`src/rtl/ws2812_defs_pkg.sv`:
```
// -----------------------------------------------------------------------------
// ws2812_defs_pkg
// Shared WS2812b definitions used by both the receive decoder and the
// transmitter: timing defaults (in clocks at 100 MHz), word width, counter
// widths and the decoder state type.
// -----------------------------------------------------------------------------
package ws2812_defs_pkg;

  localparam int unsigned T_MIN_HIGH_DEF = 20;
  localparam int unsigned T_THRESH_DEF   = 60;
  localparam int unsigned T_MAX_HIGH_DEF = 100;
  localparam int unsigned T_RESET_DEF    = 5000;

  localparam int unsigned WORD_W    = 24;
  localparam int unsigned CNT_W     = 13;
  localparam int unsigned BIT_CNT_W = $clog2(WORD_W);
  localparam int unsigned PIX_CNT_W = 10;

  typedef enum logic [1:0] {
    ST_IDLE,
    ST_HIGH,
    ST_LOW,
    ST_DISCARD
  } rx_state_t;

  // Converts a timing constant to counter width, clamping at the counter max.
  function automatic logic [CNT_W-1:0] to_cnt(input int unsigned v);
    if (v > ((1 << CNT_W) - 1)) begin
      return '1;
    end
    return CNT_W'(v);
  endfunction

endpackage

```
`src/rtl/ws2812_sync_edge.sv`:
```
// -----------------------------------------------------------------------------
// ws2812_sync_edge
// Two-flop synchronizer for the asynchronous WS2812b line followed by a
// registered edge detector.
//   i_clk   : clock
//   i_rst_n : asynchronous active-low reset
//   i_din   : asynchronous serial line
//   rise    : one-cycle strobe, synchronized line went 0 -> 1
//   fall    : one-cycle strobe, synchronized line went 1 -> 0
//   level   : synchronized line level, aligned with rise/fall
// -----------------------------------------------------------------------------
module ws2812_sync_edge (
  input  logic i_clk,
  input  logic i_rst_n,
  input  logic i_din,
  output logic rise,
  output logic fall,
  output logic level
);

  logic meta_q;
  logic sync_q;
  logic prev_q;

  always_ff @(posedge i_clk or negedge i_rst_n) begin
    if (!i_rst_n) begin
      meta_q <= 1'b0;
      sync_q <= 1'b0;
      prev_q <= 1'b0;
      rise   <= 1'b0;
      fall   <= 1'b0;
    end else begin
      meta_q <= i_din;
      sync_q <= meta_q;
      prev_q <= sync_q;
      rise   <= sync_q & ~prev_q;
      fall   <= ~sync_q & prev_q;
    end
  end

  // prev_q changes on the same edge that registers rise/fall
  assign level = prev_q;

endmodule

```
`src/rtl/ws2812_rx_decoder.sv`:
```
// -----------------------------------------------------------------------------
// ws2812_rx_decoder
// Decodes a WS2812b NZR serial stream into 24-bit GRB words by measuring the
// width of each high pulse.
//   i_clk         : clock, 100 MHz nominal
//   i_rst_n       : asynchronous active-low reset
//   i_din         : asynchronous serial line
//   o_pixel       : last complete word, bit 23 = first bit received
//   o_pixel_valid : one-cycle strobe, o_pixel updated in the same cycle
//   o_frame_end   : one-cycle strobe when the low time reaches T_RESET
//   o_bit_err     : one-cycle strobe on an illegal pulse or partial word at
//                   frame end
//   o_pixel_cnt   : words since last frame end, saturating
//   o_busy        : high from the first rising edge until frame end
// -----------------------------------------------------------------------------
module ws2812_rx_decoder
  import ws2812_defs_pkg::*;
#(
  parameter int unsigned T_MIN_HIGH = T_MIN_HIGH_DEF,
  parameter int unsigned T_THRESH   = T_THRESH_DEF,
  parameter int unsigned T_MAX_HIGH = T_MAX_HIGH_DEF,
  parameter int unsigned T_RESET    = T_RESET_DEF
) (
  input  logic                 i_clk,
  input  logic                 i_rst_n,
  input  logic                 i_din,
  output logic [WORD_W-1:0]    o_pixel,
  output logic                 o_pixel_valid,
  output logic                 o_frame_end,
  output logic                 o_bit_err,
  output logic [PIX_CNT_W-1:0] o_pixel_cnt,
  output logic                 o_busy
);

  localparam logic [CNT_W-1:0]     MIN_C    = to_cnt(T_MIN_HIGH);
  localparam logic [CNT_W-1:0]     THRESH_C = to_cnt(T_THRESH);
  localparam logic [CNT_W-1:0]     MAX_C    = to_cnt(T_MAX_HIGH);
  localparam logic [CNT_W-1:0]     LONG_C   = to_cnt(T_MAX_HIGH + 1);
  localparam logic [CNT_W-1:0]     RESET_C  = to_cnt(T_RESET);
  localparam logic [BIT_CNT_W-1:0] LAST_BIT = BIT_CNT_W'(WORD_W - 1);

  logic rise;
  logic fall;
  logic level;

  ws2812_sync_edge u_sync_edge (
    .i_clk   (i_clk),
    .i_rst_n (i_rst_n),
    .i_din   (i_din),
    .rise    (rise),
    .fall    (fall),
    .level   (level)
  );

  rx_state_t            state_q, state_d;
  logic [CNT_W-1:0]     cnt_q;
  logic [WORD_W-1:0]    shift_q, shift_d;
  logic [BIT_CNT_W-1:0] bitcnt_q, bitcnt_d;
  logic [WORD_W-1:0]    pixel_d;
  logic [PIX_CNT_W-1:0] pixcnt_d;
  logic                 busy_d;
  logic                 valid_d;
  logic                 frame_end_d;
  logic                 err_d;
  logic                 bit_val;
  logic [WORD_W-1:0]    word_next;

  // Width counter. It reloads with 1 rather than 0 on an edge so that, when
  // the next edge is seen, cnt_q equals the number of clocks the line spent
  // at the previous level; the thresholds then compare directly.
  always_ff @(posedge i_clk or negedge i_rst_n) begin
    if (!i_rst_n) begin
      cnt_q <= '0;
    end else if (rise || fall) begin
      cnt_q <= CNT_W'(1);
    end else if (cnt_q < RESET_C) begin
      cnt_q <= cnt_q + CNT_W'(1);
    end
  end

  always_ff @(posedge i_clk or negedge i_rst_n) begin
    if (!i_rst_n) begin
      state_q       <= ST_IDLE;
      shift_q       <= '0;
      bitcnt_q      <= '0;
      o_pixel       <= '0;
      o_pixel_valid <= 1'b0;
      o_frame_end   <= 1'b0;
      o_bit_err     <= 1'b0;
      o_pixel_cnt   <= '0;
      o_busy        <= 1'b0;
    end else begin
      state_q       <= state_d;
      shift_q       <= shift_d;
      bitcnt_q      <= bitcnt_d;
      o_pixel       <= pixel_d;
      o_pixel_valid <= valid_d;
      o_frame_end   <= frame_end_d;
      o_bit_err     <= err_d;
      o_pixel_cnt   <= pixcnt_d;
      o_busy        <= busy_d;
    end
  end

  always_comb begin
    state_d     = state_q;
    shift_d     = shift_q;
    bitcnt_d    = bitcnt_q;
    pixel_d     = o_pixel;
    pixcnt_d    = o_pixel_cnt;
    busy_d      = o_busy;
    valid_d     = 1'b0;
    frame_end_d = 1'b0;
    err_d       = 1'b0;
    bit_val     = (cnt_q >= THRESH_C);
    word_next   = {shift_q[WORD_W-2:0], bit_val};

    case (state_q)
      ST_IDLE: begin
        if (rise) begin
          state_d = ST_HIGH;
          busy_d  = 1'b1;
        end
      end

      ST_HIGH: begin
        if (fall) begin
          state_d = ST_LOW;
          // An illegal pulse never produces a bit, so error always wins
          // over pixel_valid.
          if ((cnt_q < MIN_C) || (cnt_q > MAX_C)) begin
            err_d    = 1'b1;
            shift_d  = '0;
            bitcnt_d = '0;
          end else if (bitcnt_q == LAST_BIT) begin
            pixel_d  = word_next;
            valid_d  = 1'b1;
            shift_d  = '0;
            bitcnt_d = '0;
            if (o_pixel_cnt != '1) begin
              pixcnt_d = o_pixel_cnt + PIX_CNT_W'(1);
            end
          end else begin
            shift_d  = word_next;
            bitcnt_d = bitcnt_q + BIT_CNT_W'(1);
          end
        end else if (cnt_q == LONG_C) begin
          state_d  = ST_DISCARD;
          err_d    = 1'b1;
          shift_d  = '0;
          bitcnt_d = '0;
        end
      end

      ST_DISCARD: begin
        if (fall) begin
          state_d = ST_LOW;
        end
      end

      ST_LOW: begin
        // A rising edge landing on the frame-end cycle starts the next bit.
        if (rise) begin
          state_d = ST_HIGH;
        end else if ((cnt_q == RESET_C) && !level) begin
          state_d     = ST_IDLE;
          frame_end_d = 1'b1;
          busy_d      = 1'b0;
          pixcnt_d    = '0;
          shift_d     = '0;
          bitcnt_d    = '0;
          err_d       = (bitcnt_q != '0);
        end
      end

      default: begin
        state_d = ST_IDLE;
      end
    endcase
  end

endmodule
```
`config.mk`:
```
export PLATFORM = sky130hd
export DESIGN_NAME = ws2812_rx_decoder
export DESIGN_NICKNAME = d
export VERILOG_FILES = /design/src/rtl/ws2812_defs_pkg.sv /design/src/rtl/ws2812_sync_edge.sv /design/src/rtl/ws2812_rx_decoder.sv
export SDC_FILE = /design/constraint.sdc
export NUM_CORES = 1
export LEC_CHECK = 0
export CAP_MARGIN = 30
export CORE_UTILIZATION = 30
export CTS_BUF_LIST = sky130_fd_sc_hd__clkbuf_8
export DETAILED_ROUTE_END_ITERATION = 8
export SYNTH_ARGS = -nofsm -noshare
export SYNTH_HDL_FRONTEND = slang
export SYNTH_SLANG_ARGS = --single-unit
```
`constraint.sdc`:
```
create_clock -name i_clk -period 2.05 [get_ports i_clk]
set_input_delay 0.205 -clock i_clk [delete_from_list [all_inputs] [get_ports i_clk]]
set_output_delay 0.205 -clock i_clk [all_outputs]
set_load 0.05 [all_outputs]
```
# Word-level counts from Yosys, hierarchy flattened
# Index checks and enable logic that the tools add are counted.
[word_totals]
reg_bits = 86
output_inout_bits = 38
word_cells = 105
[op_classes]
addsub = 3
n_lt_le_gt_ge = 4
n_eq_ne = 17
n_mux = 47
bitwise_logic = 5
n_reduce_logical = 14
[ops]
columns = ["cell", "n"]
rows = [
  ["23-bit two-way mux", 6],
  ["10-bit two-way mux", 6],
  ["23-bit case mux with 2 select lines", 1],
  ["5-bit two-way mux", 6],
  ["13-bit two-way mux", 2],
  ["10-bit case mux with 2 select lines", 1],
  ["4-bit AND reduction", 4],
  ["1-bit two-way mux", 15],
  ["13-bit by 1-bit adder with 13-bit output (second input constant)", 1],
  ["13-bit equality test (second input constant)", 1],
  ["13-bit by 7-bit equality test with 1-bit output (second input constant)", 1],
  ["13-bit by 6-bit >= comparator with 1-bit output (second input constant)", 1],
  ["13-bit by 7-bit > comparator with 1-bit output (second input constant)", 1],
  ["13-bit less-than comparator (second input constant)", 1],
  ["13-bit by 5-bit less-than comparator with 1-bit output (second input constant)", 1],
  ["2-bit two-way mux", 6],
  ["10-bit by 1-bit adder with 10-bit output (second input constant)", 1],
  ["10-bit inequality test (second input constant)", 1],
  ["2-bit inequality test (second input constant)", 5],
  ["5-bit case mux with 2 select lines", 1],
  ["2-bit case mux with 4 select lines", 1],
  ["7-bit AND reduction", 1],
  ["2-bit by 1-bit inequality test with 1-bit output (second input constant)", 3],
  ["3-bit by 2-bit inequality test with 1-bit output (second input constant)", 2],
  ["13 further kinds", 21],
]

# Depth between registers and ports, before layout
# Gate-level depths: netlist of run 1.
[logic_depth]
ltp_word = 6
ltp_mapped = 10

# Cells and area by module
# From an unflattened synthesis of run 1, not the netlist that was laid out.
[unflattened]
hier_cells = 348
area_unflattened_um2 = 4066.4
[by_module_without_submodules]
columns = ["mod", "n_inst", "cells_each", "area_each_um2", "seq_area_each_um2"]
rows = [
  ["ws2812_rx_decoder", 1, 341, 3926.3, 2026.9],
  ["ws2812_sync_edge", 1, 7, 140.1, 125.1],
]

# Worst setup path after synthesis of run 1
# No wires, ideal clock.
[synth_timing]
path_type = "reg-to-reg"
startpoint = "reg o_pixel_cnt[0]"
endpoint = "reg o_pixel_cnt[0]"
setup_time_ns = 0.118
arrival_time_ns = 2.007
required_ns = 1.932
slack_ns = -0.075
path_stages_with_launch = 9
path_buffers = 1
period_less_slack_ns = 2.125
cell_sequence = "dfrtp_1 -> ha_1 -> nand3_1 -> nor3_1 -> and3_1 -> o31a_1 -> buf_2 -> nor4_1 -> a21o_1"
[synth_between]
elab_chain_len = 6
elab_cells_between_ends = 9
cone_classes = "add/sub: 1; eq/ne: 2; mux: 5; reduce/logical: 1"
[synth_lines]
columns = ["item", "line", "source"]
rows = [
  ["start: declaration", "ws2812_rx_decoder.sv:31", "output logic [PIX_CNT_W-1:0] o_pixel_cnt,"],
  ["start signal: assignment", "ws2812_rx_decoder.sv:100", "o_pixel_cnt <= pixcnt_d;"],
  ["10-bit by 1-bit adder with 10-bit output", "ws2812_rx_decoder.sv:141", "pixcnt_d = o_pixel_cnt + PIX_CNT_W'(1);"],
  ["10-bit two-way mux", "ws2812_rx_decoder.sv:140", "if (o_pixel_cnt != '1) begin"],
  ["10-bit two-way mux", "ws2812_rx_decoder.sv:135", "end else if (bitcnt_q == LAST_BIT) begin"],
  ["10-bit two-way mux", "ws2812_rx_decoder.sv:131", "if ((cnt_q < MIN_C) || (cnt_q > MAX_C)) begin"],
  ["10-bit two-way mux", "ws2812_rx_decoder.sv:127", "if (fall) begin"],
  ["10-bit case mux with 2 select lines", "ws2812_rx_decoder.sv:118", "case (state_q)"],
]
# Several ways; a longest one is shown, not always the timed one. The select of a mux whose other input is x is not followed.
# A chain may end at the register's enable or synchronous reset.

# Worst setup path in the final report of run 1
[layout_timing]
startpoint = "reg cnt_q[6]"
endpoint = "reg cnt_q[9]"
[layout_between]
elab_chain_len = 3
elab_cells_between_ends = 5
cone_classes = "add/sub: 1; order compare: 1; mux: 2; reduce/logical: 1"
[layout_lines]
columns = ["item", "line", "source"]
rows = [
  ["start: declaration", "ws2812_rx_decoder.sv:56", "logic [CNT_W-1:0] cnt_q;"],
  ["start signal: assignment", "ws2812_rx_decoder.sv:77", "cnt_q <= cnt_q + CNT_W'(1);"],
  ["13-bit by 1-bit adder with 13-bit output", "ws2812_rx_decoder.sv:77", ""],
  ["13-bit two-way mux", "ws2812_rx_decoder.sv:76", "end else if (cnt_q < RESET_C) begin"],
  ["13-bit two-way mux", "ws2812_rx_decoder.sv:74", "end else if (rise || fall) begin"],
]
# Several ways; a longest one is shown, not always the timed one. The select of a mux whose other input is x is not followed.

==> summary.txt, run 1 <==
Status
  • Status: finished, final reports clean

Floorplan
  • Initial core utilization: a little under a third
  • Core Region: 0.01267 mm²
  • Num rows: 41
  • DIE AREA: 0.01356 mm²
  • Die Y: 116.5 µm
  • Die width: 116.5 µm
  • I/O Pins: 41

Logic synthesis
  • Netlist cell types: 56
  • Post-synth top area share: between 50% and 60%
  • Seq/Total Area, Yosys: 54.76%
  • Ys async rst share: 100.0%
  • Top FF cell, synth: dfrtp_1
  • Yosys warns: 0
  • Top cells by area, synth: dfrtp_1, mux2_2, a22o_1
  • Cell taking the most area after synthesis: dfrtp_1
  • Avg Inst Size Synth: 11.52 µm²
  • Register bit total from synthesis: 86
  • Post-Syn Nets: 354
  • Cell area after synthesis: 0.003930 mm²
  • Post-synth EDFFs: 0
  • Post-Syn Instances: 341

Timing
  • Fin Clk Skew: about 11 ps
  • Worst Max-Slew Pin Slew: around 500 ps
  • RSZ-0062 raised after global routing: yes
  • Slew Viols, Final: 0
  • Slew headroom: between 60% and 70%
  • Post-route minimum period: 2013 ps
  • Setup violators final: 0
  • Worst hold slack: 281.0 ps
  • Post-route setup slack: 37.22 ps
  • Setup_tns: 0 ps
  • Fmax: 496.8 MHz
  • Fin crit share: 98.18%
  • Final hold vios: 0

Detailed routing
  • DRC: 0
  • Via count: approximately 2.9k
  • Overall routed net length: 8315 µm
  • DR WL/cell: 14.09 µm
  • Drt first pass iters: 4
  • 1st-iter DRT viols: 227
  • Vias/cell: 4.924
  • DRT antenna net count: 0

Power and ir drop
  • Total Power: 4.410 mW
  • Int Power: approximately 3.0 mW
  • Combinational group share of total power: 27.4%
  • Leakage power: around 2.3 nW
  • Register share of total power: 41.9%
  • P_sw: 1.428 mW
  • Worst vdd ir: 286.1 µV
  • Clock share of power: a little under a third
  • Power Density: 860.1 mW/mm²
  • Net Sw Frac: 32.38%

Global routing
  • Largest net degree at the start of global routing: 36
  • GRT overflow: 0
  • Initial antenna violation count: 0
  • Total GRT Usage: between 10 and 15%
  • Gr busiest metal: met2
  • Global-route wire length before repair: 13580 µm
  • Vias in the first global route: around 2.8k
  • GR Util met1: 16.75%
  • Met2 global-route usage: 20.83%
  • Grt met3 use: between 3 and 4%

Finish
  • NumNets Final: 426
  • Proportion of layout cells with a drive suffix above 1: 25.84%
  • Post-Layout Cell Count: a little under 600
  • Final Util: about two fifths
  • Finished Cell Area: 0.005127 mm²
  • Syn-to-layout area delta: 30.47%
  • ANT cells: 0

Placement
  • # port buffers: 40
  • Placed Cells: 564
  • Gpl congestion: around 0.84
  • Detailed-placement wirelength estimate: ~5400 µm
  • Post-place setup slack: -67.32 ps
  • Placed inst area: about 0.0047 mm²

Setup path
  • Critical Path RT: 2300 ps
  • Crit-path max FO: 7
  • Slowest stage delay, CP: 470 ps
  • WP data arrival: 2260 ps
  • Setup crit end kind: flop
  • Reg-to-Reg Start: cnt_q[6]
  • Type of the worst setup path: reg2reg
  • Critical-path cell list: nor4_1 -> o21ai_1 -> a2111oi_4 -> and3_1 -> xnor2_1 -> nor2_1
  • CP Launch Type: flop
  • Slowest-stage cell, CP: dfrtp_2
  • CP Launch Point: cnt_q[6]

Clock network
  • CTS tree: built
  • TritonCTS Buffers: 9
  • Root Buffer Master: clkbuf_8
  • CTS max path bufs: 2
  • Worst-path clk slew: 90 ps
  • H-Tree Depth: 3
  • Clock latency on the worst-skew pair: 360 ps
  • CTS Sinks: 86

Worst hold path
  • Hold crit path type: in2reg
  • Hold path start: i_din

Flow run
  • MaxCap Viol Count: 0
==> cells in the final DEF, fill, tap and decap left out, types with 5 or more instances in the layout <==
| cell type | Yosys | layout |
|---|---|---|
| a22o_1 | 23 | 23 |
| xnor2_1 | 6 | 6 |
| mux2_2 | 24 | 24 |
| clkbuf_8 | 0 | 9 |
| nor2b_1 | 5 | 5 |
| o21ai_0 | 32 | 16 |
| nor2_1 | 30 | 30 |
| and3_1 | 9 | 9 |
| ha_1 | 10 | 7 |
| inv_1 | 8 | 5 |
| nand3_1 | 9 | 9 |
| o21ai_1 | 0 | 15 |
| nand2_1 | 19 | 19 |
| dfrtp_1 | 86 | 81 |
| clkdlybuf4s50_1 | 0 | 39 |
| dfrtp_2 | 0 | 5 |
| buf_4 | 2 | 29 |
==> worst max-delay path: cells and delay by family (launching register included) <==
kind,cells,cell delay [ps]
simple gates,3,660
compound gates,2,660
flops,1,470
xor+xnor,1,110
==> Yosys cell counts (3+ instances only) <==
master	instances
nand3b_1	3
nor2_1	30
nand4_1	3
mux2_2	24
dfrtp_1	86
xor2_1	4
a21o_1	3
nand2_1	19
nand3_1	9
and3_1	9
buf_2	5
inv_1	8
ha_1	10
a22o_1	23
a21oi_1	5
nand2b_1	4
xnor2_1	6
o21ai_0	32
nor2b_1	5
clkbuf_1	8
==> registers in the layout, indices dropped and copies added, names as in the netlist <==
signal              count
bitcnt_q                5
cnt_q                  13
o_bit_err               1
o_busy                  1
o_frame_end             1
o_pixel                24
o_pixel_cnt            10
o_pixel_valid           1
shift_q                23
state_q                 2
u_sync_edge.fall        1
u_sync_edge.level       1
u_sync_edge.meta_q      1
u_sync_edge.rise        1
u_sync_edge.sync_q      1
==> power groups by stage <==
| stage | clock network [mW] | registers, mW | logic, mW |
|---|---|---|---|
| 6_report | 1.35 | 1.85 | 1.21 |
| 5_1_grt | 1.46 | 1.86 | 1.33 |
| 4_1_cts | 1.39 | 1.84 | 1.07 |
| 3_5_place_dp | 0 | 1.87 | 1.05 |
| 3_3_place_gp | 0 | 1.87 | 1.03 |
| 2_1_floorplan | 0 | 1.95 | 0.592 |
==> worst paths after layout <==
kind / endpoint / slack [ps] / cells after the start
min reg2reg: u_sync_edge.sync_q / 350 / 0
max reg2reg: cnt_q[9] / 40 / 6
max: cnt_q[9] / 40 / 6
min in group asynchronous: o_pixel_cnt[6] / 330 / 2
max in group asynchronous: o_pixel_cnt[1] / 1050 / 3
min: u_sync_edge.meta_q / 280 / 1
==> final cells by class <==
class | count | area, µm²
Timing Repair Buffer | 75 | 720.7
Clock inverter | 7 | 102.6
Clock buffer | 9 | 123.9
Fill cell | 1218 | 7543
Sequential cell | 86 | 2158
Tap cell | 172 | 215.2
Inverter | 8 | 30.03
Multi-Input combinational cell | 233 | 1777
==> layer usage <==
metal	routed length, µm	vias to the layer above
li1	-	1378
met3	331	11
met1	3895	1454
met2	3972	62
met5	0	-
met4	116	0
==> cells by family after synthesis <==
logic type / Yosys count / synth area share, %
buffers and inverters: 24 / 2.833
AO/OA/AOI/OAI: 81 / 15.00
AND/OR/NAND/NOR: 104 / 14.61
adder cells (fa/ha/maj): 10 / 3.184
XOR/XNOR: 10 / 2.228
flip-flops: 86 / 54.76
multiplexers: 26 / 7.386
==> repair_timing <==
action,4_1_cts,5_1_grt
hold buffers,1,0
buffers inserted,1,5
hold endpoints to repair,33,0
resized for setup,5,35
cloned,1,2
pin swaps,4,12
setup endpoints to repair,7,68
Note: power is estimated with default switching activity, not from simulation.
==> run 2, diff against run 1 <==
Settings changed: PLACE_DENSITY set to 0.45.
==> run 2 against run 1 <==
Compared with the run above:
- sequential share of layout area is 0.66 points lower
- non-clock buffer count up 8
- core utilization increased by 0.59 points
- setup slack improved by 20 ps
- critical path type unchanged
- largest cell class unchanged
- highest routed layer unchanged
==> summary.txt, run 2 (same netlist as run 1, synthesis figures left out) <==
Status
  • Status: finished, final reports clean

Detailed routing
  • 1st-iter DRT viols: 153
  • Overall routed net length: 8479 µm
  • DR WL/cell: about 14 µm
  • DRT antenna net count: 0
  • DRC: 0
  • Drt first pass iters: 4
  • Vias/cell: 4.772
  • Via count: 2849

Clock network
  • Root Buffer Master: clkbuf_8
  • H-Tree Depth: 3
  • TritonCTS Buffers: 9
  • CTS max path bufs: 2
  • CTS tree: built
  • Worst-path clk slew: 90 ps
  • CTS Sinks: 86
  • Clock latency on the worst-skew pair: 370 ps

Finish
  • Biggest register: o_pixel
  • Regs by FF count: o_pixel (24), shift_q (23), cnt_q (13)
  • Post-Layout Cell Count: 597
  • Syn-to-layout area delta: 32.38%
  • Largest register FFs: 24
  • Most common cell after layout, fill and taps aside: dfrtp_1
  • NumNets Final: 433
  • Commonest non-fill, non-tap cells in the layout: dfrtp_1, clkdlybuf4s50_1, buf_4
  • Proportion of layout cells with a drive suffix above 1: 26.35%
  • ANT cells: 0

Setup path
  • Critical-path cell list: nor4_4 -> nand2_2 -> a211o_4 -> o31a_1 -> nand2b_4 -> o41ai_2
  • Crit-path max FO: 10
  • Type of the worst setup path: reg2reg
  • CP Launch Type: flop
  • Slowest-stage cell, CP: dfrtp_1
  • Slowest stage delay, CP: around 420 ps
  • Setup crit end kind: flop
  • Critical Path RT: between 2000 and 2500 ps
  • WP data arrival: approximately 2300 ps

Global routing
  • Vias in the first global route: 2836
  • Initial antenna violation count: 0
  • Global-route wire length before repair: 13890 µm
  • Total GRT Usage: a little over an eighth
  • Largest net degree at the start of global routing: 47
  • GRT overflow: 0

Flow run
  • MaxCap Viol Count: 0

Floorplan
  • Initial core utilization: between 30% and 40%
  • Num rows: roughly 40
  • Die Y: between 100 and 150 µm
  • Die width: 116.5 µm
  • I/O Pins: 41
  • DIE AREA: 0.01356 mm²
  • Core Region: 0.01267 mm²

Placement
  • Gpl congestion: 0.7543
  • Placed Cells: approximately 580
  • Post-place setup slack: -58.50 ps
  • Detailed-placement wirelength estimate: 5677 µm
  • # port buffers: 40

Timing
  • Setup_tns: 0 ps
  • Post-route setup slack: just under 60 ps
  • Slew Viols, Final: 0
  • Fin Clk Skew: 9.717 ps
  • Slew headroom: approximately two thirds
  • Worst hold slack: 185.2 ps
  • Setup violators final: 0
  • RSZ-0062 raised after global routing: yes
  • Worst Max-Slew Pin Slew: 514.4 ps
  • Fin crit share: 97.19%
  • Final hold vios: 0
  • Fmax: 501.9 MHz
  • Post-route minimum period: between 1500 and 2000 ps

Power and ir drop
  • Leakage power: 2.330 nW
  • Worst vdd ir: between 400 and 500 µV
  • Total Power: 4.393 mW
  • Power Density: 844.4 mW/mm²

Worst hold path
  • Hold crit path type: in2async
==> run 2: final cells by class <==
class                   instances  area [µm²]
fillers                      1247        7468
flip-flops and latches         86        2156
multi-input cells             232        1778
repair buffers                 83       794.5
well taps                     172       215.2
clock buffers                   9       123.9
clock inverters                 7       105.1
inverters                       8       30.03
==> run 2: timing repair <==
item / 4_1_cts / 5_1_grt
pin swaps: 2 / 8
gates resized for setup: 2 / 26
cloned: 0 / 2
buffers inserted: 0 / 3
endpoints found under the setup margin: 28 / 66
hold buffers: 1 / 0
endpoints found under the hold margin: 86 / 0
==> run 2: stage by stage <==
| stage | area, µm² | utilization (%) |
|---|---|---|
| after floorplan | 3936 | - |
| after global placement | 4808 | 37.95 |
| after detailed placement | 4808 | 37.95 |
| after CTS | 5056 | 39.90 |
| after global routing | 5202 | 41.06 |
| final | 5202 | 41.06 |
==> run 2: worst paths after layout <==
path	startpoint	endpoint	slack [ps]	cells past startpoint
setup / recovery	cnt_q[12]	o_pixel_cnt[7]	60	6
hold / removal	i_rst_n	o_busy	190	2
setup reg to reg	cnt_q[12]	o_pixel_cnt[7]	60	6
hold reg to reg	u_sync_edge.meta_q	u_sync_edge.sync_q	360	0
max in group asynchronous	i_rst_n	shift_q[15]	1220	3
min in group i_clk	i_din	u_sync_edge.meta_q	310	1
==> run 2: metal layers <==
metal  vias up  part of all wire [%]  routed length, µm  GRT usage, %
met1      1410                    48               4089         17.40
met5         -                     0                  0             0
li1       1382                     -                  -             -
met3        11                   3.4                288         3.944
met4         0                   1.5                127         5.385
met2        46                    47               3973         21.46
==> run 2: report_power, final <==
part	total [mW]	leakage, nW	internal, mW	switching (mW)
combinational	1.17	1.05	0.496	0.679
sequential	1.85	1.17	1.77	0.0763
clock	1.37	0.112	0.705	0.667
==> run 2: critical path: cells and delay by family, from the launching register on <==
kind	cells	cell delay [ps]
AO/OA/AOI/OAI	3	860
flip-flops	1	420
AND/OR/NAND/NOR	3	610
==> run 3, diff against run 2 <==
Settings changed: CORE_MARGIN set to 1.
==> results of run 3 <==
No change in the layout: final DEF, timing and power equal those of run 2.
